<file path="config.mk">
export PLATFORM = sky130hd
export DESIGN_NAME = tag_storage_ctrl
export DESIGN_NICKNAME = d
export VERILOG_FILES = /design/src/rtl/tag_sort_pkg.sv /design/src/rtl/tag_rr_arb.sv /design/src/rtl/tag_storage_ctrl.sv
export SDC_FILE = /design/constraint.sdc
export NUM_CORES = 1
export LEC_CHECK = 0
export CORE_ASPECT_RATIO = 0.8
export CORE_MARGIN = 2
export CORE_UTILIZATION = 40
export CTS_CLUSTER_DIAMETER = 40
export DETAILED_ROUTE_END_ITERATION = 7
export PLACE_DENSITY = 0.74
export SYNTH_ARGS = -nofsm -noshare
export SYNTH_HDL_FRONTEND = slang
export SYNTH_SLANG_ARGS = --single-unit
</file>
<file path="constraint.sdc">
create_clock -name clk -period 1.6 [get_ports clk]
set_input_delay 0.24 -clock clk [delete_from_list [all_inputs] [get_ports clk]]
set_output_delay 0.24 -clock clk [all_outputs]
set_load 0.05 [all_outputs]
</file>
<file path="src/rtl/tag_sort_pkg.sv">
// Shared widths, FSM encoding and arbitration constants for the tag-sort storage controller.
package tag_sort_pkg;

    localparam int unsigned T_W = 4;
    localparam int unsigned I_W = 4;
    localparam int unsigned S_W = 4;
    localparam int unsigned M_W = 4;

    typedef enum logic [2:0] {
        ST_IDLE     = 3'd0,
        ST_WR_ISSUE = 3'd1,
        ST_WR_WAIT  = 3'd2,
        ST_RD_ISSUE = 3'd3,
        ST_RD_WAIT  = 3'd4,
        ST_RD_DONE  = 3'd5
    } state_e;

    localparam logic GRANT_WRITE = 1'b0;
    localparam logic GRANT_READ  = 1'b1;

    // Bit positions inside the arbiter request/grant vectors.
    localparam int unsigned REQ_WR = 0;
    localparam int unsigned REQ_RD = 1;

endpackage

</file>
<file path="src/rtl/tag_rr_arb.sv">
// Two-requester round-robin arbiter: combinational one-hot grant, registered last-winner.
module tag_rr_arb
    import tag_sort_pkg::*;
(
    input  logic       clk,
    input  logic       rst,
    input  logic [1:0] req,
    input  logic       advance,
    output logic [1:0] gnt_c,
    output logic       last_grant_q
);

    logic last_grant_d;

    always_comb begin
        gnt_c        = req;
        last_grant_d = last_grant_q;
        // On a contest the side that did not win last time takes it.
        if (req[REQ_WR] && req[REQ_RD]) begin
            gnt_c = 2'b00;
            if (last_grant_q == GRANT_READ) begin
                gnt_c[REQ_WR] = 1'b1;
            end else begin
                gnt_c[REQ_RD] = 1'b1;
            end
        end
        if (advance && gnt_c[REQ_WR]) begin
            last_grant_d = GRANT_WRITE;
        end else if (advance && gnt_c[REQ_RD]) begin
            last_grant_d = GRANT_READ;
        end
    end

    always_ff @(posedge clk) begin
        if (rst) begin
            last_grant_q <= GRANT_READ;
        end else begin
            last_grant_q <= last_grant_d;
        end
    end

endmodule

</file>
<file path="src/rtl/tag_storage_ctrl.sv">
// Serializes enqueue/dequeue requests onto the single-port tag storage and tracks occupancy.
module tag_storage_ctrl
    import tag_sort_pkg::*;
#(
    parameter int unsigned T          = T_W,
    parameter int unsigned I          = I_W,
    parameter int unsigned S          = S_W,
    parameter int unsigned M          = M_W,
    parameter int unsigned RD_LAT     = 2,
    parameter int unsigned WR_TIMEOUT = 31
) (
    input  logic         clk,
    input  logic         rst,
    input  logic         enq_valid,
    output logic         enq_ready,
    input  logic [M-1:0] enq_ptr,
    input  logic [T-1:0] enq_tag,
    input  logic [I-1:0] enq_pak_id,
    input  logic [S-1:0] enq_pak_addr,
    input  logic         deq_req,
    output logic         deq_valid,
    output logic [T-1:0] deq_tag,
    output logic [I-1:0] deq_pak_id,
    output logic [S-1:0] deq_addr,
    output logic         st_wr_req,
    output logic         st_rd_req,
    output logic [M-1:0] st_ipointer,
    output logic [T-1:0] st_tag,
    output logic [I-1:0] st_pak_id,
    output logic [S-1:0] st_pak_addr,
    input  logic         st_wr_done,
    input  logic [T-1:0] st_op_tag,
    input  logic [I-1:0] st_op_pak_id,
    input  logic [S-1:0] st_op_addr,
    output logic [M:0]   occupancy,
    output logic         full,
    output logic         empty,
    output logic         busy,
    output logic         err_timeout
);

    localparam int unsigned OCC_W   = M + 1;
    localparam int unsigned DEPTH   = 1 << M;
    localparam int unsigned CNT_MAX = (WR_TIMEOUT > RD_LAT) ? WR_TIMEOUT : RD_LAT;
    localparam int unsigned CNT_W   = $clog2(CNT_MAX + 1);

    state_e             state_q, state_d;
    logic [CNT_W-1:0]   cnt_q, cnt_d;
    logic [OCC_W-1:0]   occ_q, occ_d;
    logic               full_q, full_d, empty_q, empty_d, busy_q, busy_d;
    logic               err_q, err_d;
    logic               st_wr_req_q, st_wr_req_d, st_rd_req_q, st_rd_req_d;
    logic [M-1:0]       st_ptr_q, st_ptr_d;
    logic [T-1:0]       st_tag_q, st_tag_d;
    logic [I-1:0]       st_id_q, st_id_d;
    logic [S-1:0]       st_addr_q, st_addr_d;
    logic               deq_valid_q, deq_valid_d;
    logic [T-1:0]       deq_tag_q, deq_tag_d;
    logic [I-1:0]       deq_id_q, deq_id_d;
    logic [S-1:0]       deq_addr_q, deq_addr_d;

    logic               write_ok_c, read_ok_c, idle_c;
    logic [1:0]         gnt_c;
    logic               last_grant;

    assign idle_c     = (state_q == ST_IDLE);
    assign write_ok_c = enq_valid && !full_q;
    assign read_ok_c  = deq_req && !empty_q;

    tag_rr_arb u_arb (
        .clk          (clk),
        .rst          (rst),
        .req          ({read_ok_c, write_ok_c}),
        .advance      (idle_c && (write_ok_c || read_ok_c)),
        .gnt_c        (gnt_c),
        .last_grant_q (last_grant)
    );

    assign enq_ready = idle_c && write_ok_c && (!read_ok_c || (last_grant == GRANT_READ));

    // Next-state, counters and data latches.
    always_comb begin
        state_d     = state_q;
        cnt_d       = cnt_q;
        occ_d       = occ_q;
        err_d       = err_q;
        st_wr_req_d = 1'b0;
        st_rd_req_d = 1'b0;
        deq_valid_d = 1'b0;
        st_ptr_d    = st_ptr_q;
        st_tag_d    = st_tag_q;
        st_id_d     = st_id_q;
        st_addr_d   = st_addr_q;
        deq_tag_d   = deq_tag_q;
        deq_id_d    = deq_id_q;
        deq_addr_d  = deq_addr_q;

        case (state_q)
            ST_IDLE: begin
                if (gnt_c[REQ_WR]) begin
                    st_ptr_d    = enq_ptr;
                    st_tag_d    = enq_tag;
                    st_id_d     = enq_pak_id;
                    st_addr_d   = enq_pak_addr;
                    st_wr_req_d = 1'b1;
                    state_d     = ST_WR_ISSUE;
                end else if (gnt_c[REQ_RD]) begin
                    st_rd_req_d = 1'b1;
                    state_d     = ST_RD_ISSUE;
                end
            end
            ST_WR_ISSUE: begin
                cnt_d   = '0;
                state_d = ST_WR_WAIT;
            end
            ST_WR_WAIT: begin
                // Completion takes priority over a coincident timeout.
                if (st_wr_done) begin
                    occ_d   = occ_q + OCC_W'(1);
                    state_d = ST_IDLE;
                end else if (cnt_q == CNT_W'(WR_TIMEOUT - 1)) begin
                    err_d   = 1'b1;
                    state_d = ST_IDLE;
                end else begin
                    cnt_d = cnt_q + CNT_W'(1);
                end
            end
            ST_RD_ISSUE: begin
                cnt_d   = '0;
                state_d = ST_RD_WAIT;
            end
            ST_RD_WAIT: begin
                if (cnt_q == CNT_W'(RD_LAT - 1)) begin
                    deq_tag_d   = st_op_tag;
                    deq_id_d    = st_op_pak_id;
                    deq_addr_d  = st_op_addr;
                    deq_valid_d = 1'b1;
                    state_d     = ST_RD_DONE;
                end else begin
                    cnt_d = cnt_q + CNT_W'(1);
                end
            end
            ST_RD_DONE: begin
                occ_d   = occ_q - OCC_W'(1);
                state_d = ST_IDLE;
            end
            default: begin
                state_d = ST_IDLE;
            end
        endcase

        full_d  = (occ_d == OCC_W'(DEPTH));
        empty_d = (occ_d == '0);
        busy_d  = (state_d != ST_IDLE);
    end

    always_ff @(posedge clk) begin
        if (rst) begin
            state_q     <= ST_IDLE;
            cnt_q       <= '0;
            occ_q       <= '0;
            full_q      <= 1'b0;
            empty_q     <= 1'b1;
            busy_q      <= 1'b0;
            err_q       <= 1'b0;
            st_wr_req_q <= 1'b0;
            st_rd_req_q <= 1'b0;
            st_ptr_q    <= '0;
            st_tag_q    <= '0;
            st_id_q     <= '0;
            st_addr_q   <= '0;
            deq_valid_q <= 1'b0;
            deq_tag_q   <= '0;
            deq_id_q    <= '0;
            deq_addr_q  <= '0;
        end else begin
            state_q     <= state_d;
            cnt_q       <= cnt_d;
            occ_q       <= occ_d;
            full_q      <= full_d;
            empty_q     <= empty_d;
            busy_q      <= busy_d;
            err_q       <= err_d;
            st_wr_req_q <= st_wr_req_d;
            st_rd_req_q <= st_rd_req_d;
            st_ptr_q    <= st_ptr_d;
            st_tag_q    <= st_tag_d;
            st_id_q     <= st_id_d;
            st_addr_q   <= st_addr_d;
            deq_valid_q <= deq_valid_d;
            deq_tag_q   <= deq_tag_d;
            deq_id_q    <= deq_id_d;
            deq_addr_q  <= deq_addr_d;
        end
    end

    assign occupancy   = occ_q;
    assign full        = full_q;
    assign empty       = empty_q;
    assign busy        = busy_q;
    assign err_timeout = err_q;
    assign st_wr_req   = st_wr_req_q;
    assign st_rd_req   = st_rd_req_q;
    assign st_ipointer = st_ptr_q;
    assign st_tag      = st_tag_q;
    assign st_pak_id   = st_id_q;
    assign st_pak_addr = st_addr_q;
    assign deq_valid   = deq_valid_q;
    assign deq_tag     = deq_tag_q;
    assign deq_pak_id  = deq_id_q;
    assign deq_addr    = deq_addr_q;

endmodule

</file>
==> results of run 1 <==
[synthesized netlist by cell type, drive strengths merged]
master,count
nand3b,3
o21ai,3
and4b,1
nor2,39
nor2b,4
clkbuf,7
a32oi,1
a21oi,10
o22ai,1
nand3,4
o31a,1
and2,1
o32a,1
xor2,1
nor4,2
o31ai,6
and4bb,1
a221o,1
and3b,4
inv,7
xnor2,2
a211oi,3
mux2i,28
or3,2
dfxtp,49
or4,4
nand4,1
a21boi,1
nand4bb,2
and3,2
buf,7
o21bai,1
nand2b,1
and2b,1
o211a,1
nand2,3
nor4b,2
nor3,6
ha,5
o2bb2ai,2
o21a,1
[worst min-delay path, cell delays in order, from the launching register on]
cell	delay [ns]
sky130_fd_sc_hd__dfxtp_1	0.33
sky130_fd_sc_hd__nor2_1	0.08
sky130_fd_sc_hd__nor2_1	0.05
[registers in the layout (all words and copies together) (netlist names), 3 cells and up]
| signal | flops |
|---|---|
| deq_tag | 4 |
| st_tag | 4 |
| cnt_q | 5 |
| deq_addr | 4 |
| st_ipointer | 4 |
| deq_pak_id | 4 |
| state_q | 3 |
| occupancy | 5 |
| st_pak_id | 4 |
| st_pak_addr | 4 |
[area by class of cell]
| class | instances | area (sq um) |
|---|---|---|
| fill | 438 | 2020 |
| multi-input combinational | 153 | 1210 |
| sequential | 49 | 1010 |
| timing repair buffer | 107 | 940 |
| tap | 65 | 81.3 |
| clock buffer | 6 | 72.6 |
| inverter | 7 | 31.3 |
| clock inverter | 2 | 13.8 |
[power by group]
group	internal [mW]	switching [mW]
logic	0.379	0.434
registers	1.28	0.0519
clock network	0.310	0.404
total	1.97	0.889
[worst paths after layout]
check	from	end	slack (ns)
worst max register to register	cnt_q[1]$_SDFFE_PP0P_	cnt_q[1]$_SDFFE_PP0P_	-0.03
worst min-delay path	err_timeout$_SDFFE_PP0P_	err_timeout$_SDFFE_PP0P_	0.49
worst min register to register	err_timeout$_SDFFE_PP0P_	err_timeout$_SDFFE_PP0P_	0.49
worst max-delay path	state_q[1]$_SDFF_PP0_	enq_ready	-0.03
[stage by stage]
step | total power [mW] | setup WS [ns] | area, sq um | cells | hold WS [ns]
floorplan | 1.81 | 0.0000954 | 2220 | 222 | 0.384
global placement | 2.08 | -0.238 | 3090 | 374 | 0.473
detailed placement | 2.09 | -0.268 | 3090 | 374 | 0.479
CTS | 2.85 | -0.00622 | 3270 | 388 | 0.505
global route | 3.00 | -0.0906 | 3360 | 389 | 0.512
finish | 2.86 | -0.0347 | 3360 | 389 | 0.492
[kinds of logic (layout without fill, tap and decap cells)]
group | after synthesis | in the layout | share of synthesized area
simple gates | 83 | 83 | 0.215
flops | 49 | 49 | 0.446
buf+inv | 21 | 122 | 0.0535
xor+xnor | 3 | 3 | 0.0120
fa+ha+maj | 5 | 5 | 0.0285
mux | 28 | 28 | 0.127
compound gates | 33 | 34 | 0.118
[metal layers]
layer  global-route usage  wire length, microns  up-vias
met5                    0                     0        -
met3               0.0473                   285        9
met2                0.277                  2480       50
met1                0.224                  2430      907
li1                     -                     -      990
met4               0.0486                    65        0
[repair_timing]
action,4_1_cts,5_1_grt
setup endpoints to repair,9,33
gates cloned,1,0
gates resized for setup,12,22
pin swaps,4,9
buffers inserted,6,3
==> key figures, run 1 <==
Drt
  • Detailed router's first-iteration violation count: 58
  • Average wire per cell in the routed design: approximately 14 microns
  • Vias post-DR: between 1.5k and 2k
  • Routed WL: 5260 microns
  • Antenna viol nets, final: 0
  • Length of the first detailed-routing pass in iterations: 4
  • DRC Markers: 0
  • Post-detailed-route via-to-cell ratio: ~5.0

GRT
  • GRT Util Overall: 0.172
  • Wire length of the first global-routing pass: 8400 microns
  • Vias in the first global route: 1828
  • Total congestion overflow after global routing: 0
  • Largest net degree at the start of global routing: 23
  • Antenna violations before repair: 0

CTS
  • Maximum root-to-sink buffer count: 2
  • Number of H-tree levels: 2
  • CTS Buf Count: 5
  • Clock network latency to the later pin of the worst-skew pair: 0.30 ns
  • Root Buffer Master: sky130_fd_sc_hd__clkbuf_8
  • Count of hold-fix buffers inserted at cts: 0
  • Number of sinks driven by the clock tree: 49
  • Post-CTS clock slew at the launch and capture registers of the worst setup and hold paths: roughly 0.090 ns
  • CTS tree: done

Floorplan
  • Top-Level Pins: between 70 and 80
  • Rows: 24
  • Die boundary width: 86.9 microns
  • Die ar.: 6110 sq um
  • Starting density of the core: 0.409
  • Overall die height: 70.3 microns
  • Core Box Area: 5380 sq um

Timing
  • Worst relative slew slack: 0.717
  • Worst Setup Slack, final: -0.0347 ns
  • Post-Route Setup TNS: -0.115 ns
  • Max Clock Skew: 0.00413 ns
  • RSZ-0062 raised after global routing: yes
  • Pin slew with the least headroom to its limit: 0.423 ns
  • Final hold vios: 0
  • Ratio of final minimum period to clock period: 1.02
  • Final setup violating endpoints: 5
  • Fmax: 0.612 GHz
  • Max-slew violation total from the final report: 0
  • Minimum period implied by the final worst setup slack: 1.63 ns

Worst setup path
  • CP Data Arrival Time: 1.39 ns
  • Sort of element at the start of the critical path: flop
  • Most Frequent Cell on Critical Path: sky130_fd_sc_hd__buf_12
  • Worst-case reg-to-reg path depth: 6
  • Crit-path leading delay family: flip-flops
  • Crit path buffers/inverters: 3
  • WP data required: 1.36 ns
  • Stage delay of the slowest cell on the critical path: 0.36 ns
  • Worst-path cell chain: buf_6 -> nor3_4 -> o211a_1 -> buf_12 -> buf_12
  • Worst path slowest cell: sky130_fd_sc_hd__dfxtp_4
  • Critical path fanouts, max: 4
  • Sort of element at the end of the critical path: output port
  • WS Path Type: flop to output port
  • Path length in cells of the critical path: 5

Synth
  • Netlist Area Pre-Place: 2200 sq um
  • Register bit total from synthesis: 49
  • Mapped Nets: 260
  • Post-synth top area cell: sky130_fd_sc_hd__dfxtp_1
  • Main area contributors after synthesis: sky130_fd_sc_hd__dfxtp_1 45%, sky130_fd_sc_hd__mux2i_1 13%, sky130_fd_sc_hd__nor2_1 6.7%
  • Synth warn: 0
  • Number of standard cells after synthesis: 222
  • Post-synth top area share: 0.446
  • Syn avg cell area: between 9 and 10 sq um
  • Part of the Yosys area used for sequential elements: 0.446
  • Unique cell type count in the Yosys netlist: 50

Outcome
  • Run status: finished, violations left
  • Failing checks: setup timing

Layout
  • Number of antenna diodes: 0
  • Fraction of layout cells with a size suffix above 1: 0.361
  • Most common library cell in the layout ignoring fill and taps: sky130_fd_sc_hd__buf_4
  • Final core utilization: 0.625
  • Signed area change from the synthesized netlist to the final layout: 52.8%
  • Leading cell types in the layout, fill and taps excluded: 68 x sky130_fd_sc_hd__buf_4, 40 x sky130_fd_sc_hd__dfxtp_1, 39 x sky130_fd_sc_hd__nor2_1
  • NumNets Final: 361

Flow run
  • Number of max-capacitance violations reported: 0

Worst hold path
  • Min-Delay Path Class: flop to flop
  • Hold Path Depth: 2

Pwr
  • Maximum ir drop on the vdd rail: 0.000405 V
  • LEAKAGE: 1.48 nW
  • Power per standard cell area: ~850 nW/um^2

Place
  • Quantity of I/O buffers inserted on ports: 73
  • Routability congestion estimate from global placement: 0.803
  • HPWL Detailed: 3650 microns
Power figures use the tool's default switching activity.
==> run 2, diff against run 1 <==
--- a/config.mk
+++ b/config.mk
@@ -8,7 +8,7 @@
 export CORE_ASPECT_RATIO = 0.8
 export CORE_MARGIN = 2
 export CORE_UTILIZATION = 40
-export CTS_CLUSTER_DIAMETER = 40
+export CTS_CLUSTER_DIAMETER = 200
 export DETAILED_ROUTE_END_ITERATION = 7
 export PLACE_DENSITY = 0.74
 export SYNTH_ARGS = -nofsm -noshare
==> results of run 2 <==
The final DEF is identical to that of run 1; final timing and power are the same.
==> run 3, diff against run 2 <==
--- a/config.mk
+++ b/config.mk
@@ -6,9 +6,8 @@
 export NUM_CORES = 1
 export LEC_CHECK = 0
 export CORE_ASPECT_RATIO = 0.8
-export CORE_MARGIN = 2
 export CORE_UTILIZATION = 40
-export CTS_CLUSTER_DIAMETER = 200
+export CTS_CLUSTER_DIAMETER = 60
 export DETAILED_ROUTE_END_ITERATION = 7
 export PLACE_DENSITY = 0.74
 export SYNTH_ARGS = -nofsm -noshare
==> run 3 against run 2 <==
Compared with the run above: the flow finishes with violations (DRC, setup timing); count of clock-buffer cells in the layout is the same; register-to-register slack is essentially flat; non-clock buffer count grew 2; largest cell class unchanged; highest routed layer unchanged.
==> key figures, run 3 (same netlist as run 1, synthesis figures left out) <==
Layout
  • Fraction of layout cells with a size suffix above 1: 0.377
  • Signed area change from the synthesized netlist to the final layout: 55.5%
  • Filler cells: approximately 420
  • Post-route insts no fill: 388
  • Storage cell area: 1000 sq um
  • Most common library cell in the layout ignoring fill and taps: sky130_fd_sc_hd__buf_4
  • Multi-input logic area: about 1200 sq um
  • Leading cell types in the layout, fill and taps excluded: 67 x sky130_fd_sc_hd__buf_4, 39 x sky130_fd_sc_hd__nor2_1, 39 x sky130_fd_sc_hd__dfxtp_1
  • NumNets Final: 363
  • Final core utilization: 0.664
  • Number of antenna diodes: 0

Drt
  • DR top layer: met4
  • Routed length on met3: 198 microns
  • Length of routed met2 wiring: 2600 microns
  • Antenna viol nets, final: 0
  • Metal-1 WL: roughly 2500 microns
  • Average wire per cell in the routed design: 13.7 microns
  • Detailed router's first-iteration violation count: 74
  • Vias post-DR: 1958
  • DRC Markers: 5
  • Routed WL: 5320 microns
  • Post-detailed-route via-to-cell ratio: slightly above 5
  • Length of the first detailed-routing pass in iterations: 7

CTS
  • Count of hold-fix buffers inserted at cts: 0
  • CTS Buf Count: 5
  • Clock network latency to the later pin of the worst-skew pair: 0.30 ns
  • Number of H-tree levels: 2
  • Number of sinks driven by the clock tree: 49
  • Post-CTS clock slew at the launch and capture registers of the worst setup and hold paths: 0.08 ns
  • CTS tree: done
  • Maximum root-to-sink buffer count: 2
  • Root Buffer Master: sky130_fd_sc_hd__clkbuf_8

Timing
  • Pin slew with the least headroom to its limit: 0.433 ns
  • Worst relative slew slack: 0.710
  • Max-slew violation total from the final report: 0
  • Ratio of final minimum period to clock period: 1.01
  • Final hold vios: 0
  • RSZ-0062 raised after global routing: yes
  • Minimum period implied by the final worst setup slack: 1.62 ns
  • Fmax: 0.616 GHz
  • Worst Setup Slack, final: -0.0233 ns
  • Final setup violating endpoints: 2
  • Max Clock Skew: 0.00823 ns

Floorplan
  • Top-Level Pins: 74
  • Core Box Area: 5150 sq um
  • Overall die height: 68.3 microns
  • Rows: 23
  • Die ar.: 5800 sq um
  • Die boundary width: 84.9 microns
  • Starting density of the core: 0.427

GRT
  • Wire length of the first global-routing pass: a little over 8000 microns
  • Antenna violations before repair: 0
  • Total congestion overflow after global routing: 0
  • GRT Util Overall: 0.179
  • Vias in the first global route: 1777
  • Largest net degree at the start of global routing: 36

Pwr
  • Power per standard cell area: 841 nW/um^2
  • Design internal power: 1.98 mW
  • Maximum ir drop on the vdd rail: 0.000482 V
  • Sw frac: 0.309
  • Switching power: 0.890 mW
  • Clock power share: 0.249
  • Comb power frac: 0.289
  • Proportion of power drawn by flip-flops and latches: 0.461
  • LEAKAGE: 1.50 nW

Worst setup path
  • Sort of element at the start of the critical path: flop
  • Sort of element at the end of the critical path: flop
  • WS Path Type: flop to flop
  • CP Data Arrival Time: roughly 1.9 ns
  • WP data required: 1.82 ns
  • Critical path fanouts, max: 5

Flow run
  • Number of max-capacitance violations reported: 0

Place
  • Quantity of I/O buffers inserted on ports: 73
  • HPWL Detailed: around 3600 microns
  • Cell count after placement: between 300 and 400
  • Routability congestion estimate from global placement: 0.767

Outcome
  • Failing checks: DRC, setup timing
  • Run status: finished, violations left

Worst hold path
  • Min-Delay Path Class: flop to flop
-- run 3: cell types whose count changed in the layout (fill, tap and decap cells not counted), moves of 2 or more --
cell	before	now
sky130_fd_sc_hd__a21oi_1	10	7
sky130_fd_sc_hd__dfxtp_2	3	7
sky130_fd_sc_hd__buf_12	3	5
sky130_fd_sc_hd__a21oi_2	0	3
sky130_fd_sc_hd__dfxtp_4	6	3
sky130_fd_sc_hd__inv_4	3	1
sky130_fd_sc_hd__ha_4	2	0
-- run 3: path summary, 6_finish.rpt --
| kind | slack, ns | cells after the start | from | to |
|---|---|---|---|---|
| hold / removal | 0.50 | 2 | err_timeout$_SDFFE_PP0P_ | err_timeout$_SDFFE_PP0P_ |
| hold reg to reg | 0.50 | 2 | err_timeout$_SDFFE_PP0P_ | err_timeout$_SDFFE_PP0P_ |
| setup reg to reg | -0.02 | 6 | cnt_q[1]$_SDFFE_PP0P_ | cnt_q[1]$_SDFFE_PP0P_ |
| setup / recovery | -0.02 | 6 | cnt_q[1]$_SDFFE_PP0P_ | cnt_q[1]$_SDFFE_PP0P_ |
-- run 3: final cells by class --
cell class,count,area share
sequential,49,0.293
inverter,7,0.00768
timing repair buffer,109,0.292
clock inverter,2,0.00402
multi-input combinational,153,0.359
tap,62,0.0227
clock buffer,6,0.0212
-- run 3: power by group through the flow --
stage / logic [mW] / clock network, mW / registers, mW
after floorplan: 0.289 / 0 / 1.52
after CTS: 0.802 / 0.740 / 1.33
after global placement: 0.737 / 0 / 1.35
after global routing: 0.881 / 0.786 / 1.33
final: 0.832 / 0.716 / 1.33
after detailed placement: 0.745 / 0 / 1.35
-- run 3: critical path, cell delays in order (launching register included) --
cell                      delay [ns]
sky130_fd_sc_hd__dfxtp_2        0.35
sky130_fd_sc_hd__inv_2          0.04
sky130_fd_sc_hd__ha_2           0.15
sky130_fd_sc_hd__nor4b_4        0.14
sky130_fd_sc_hd__o31a_4         0.30
sky130_fd_sc_hd__or4_1          0.42
sky130_fd_sc_hd__a21oi_1        0.15
-- run 3: stage by stage --
step | hold slack [ns] | area [sq um] | TNS (ns) | power [mW] | worst slack [ns]
finish | 0.498 | 3420 | -0.0429 | 2.87 | -0.0233
global route | 0.531 | 3420 | -0.967 | 3.00 | -0.0760
CTS | 0.500 | 3290 | -0.0946 | 2.87 | -0.0336
detailed placement | 0.477 | 3080 | -2.07 | 2.10 | -0.275
global placement | 0.468 | 3080 | -1.61 | 2.09 | -0.240
floorplan | 0.384 | 2220 | 0 | 1.81 | 0.0000954
-- run 3: what timing repair did --
item / CTS / global route
setup endpoints to repair: 6 / 22
buffers inserted: 9 / 1
resized for setup: 11 / 22
pin swaps: 4 / 5
gates cloned: 1 / 1
endpoints found under the hold margin: 0 / 0
-- run 3: layer usage --
layer | up-vias | global-route usage
met4 | 0 | 0.0763
met1 | 917 | 0.227
met3 | 2 | 0.0386
li1 | 995 | -
met5 | - | 0
met2 | 44 | 0.299
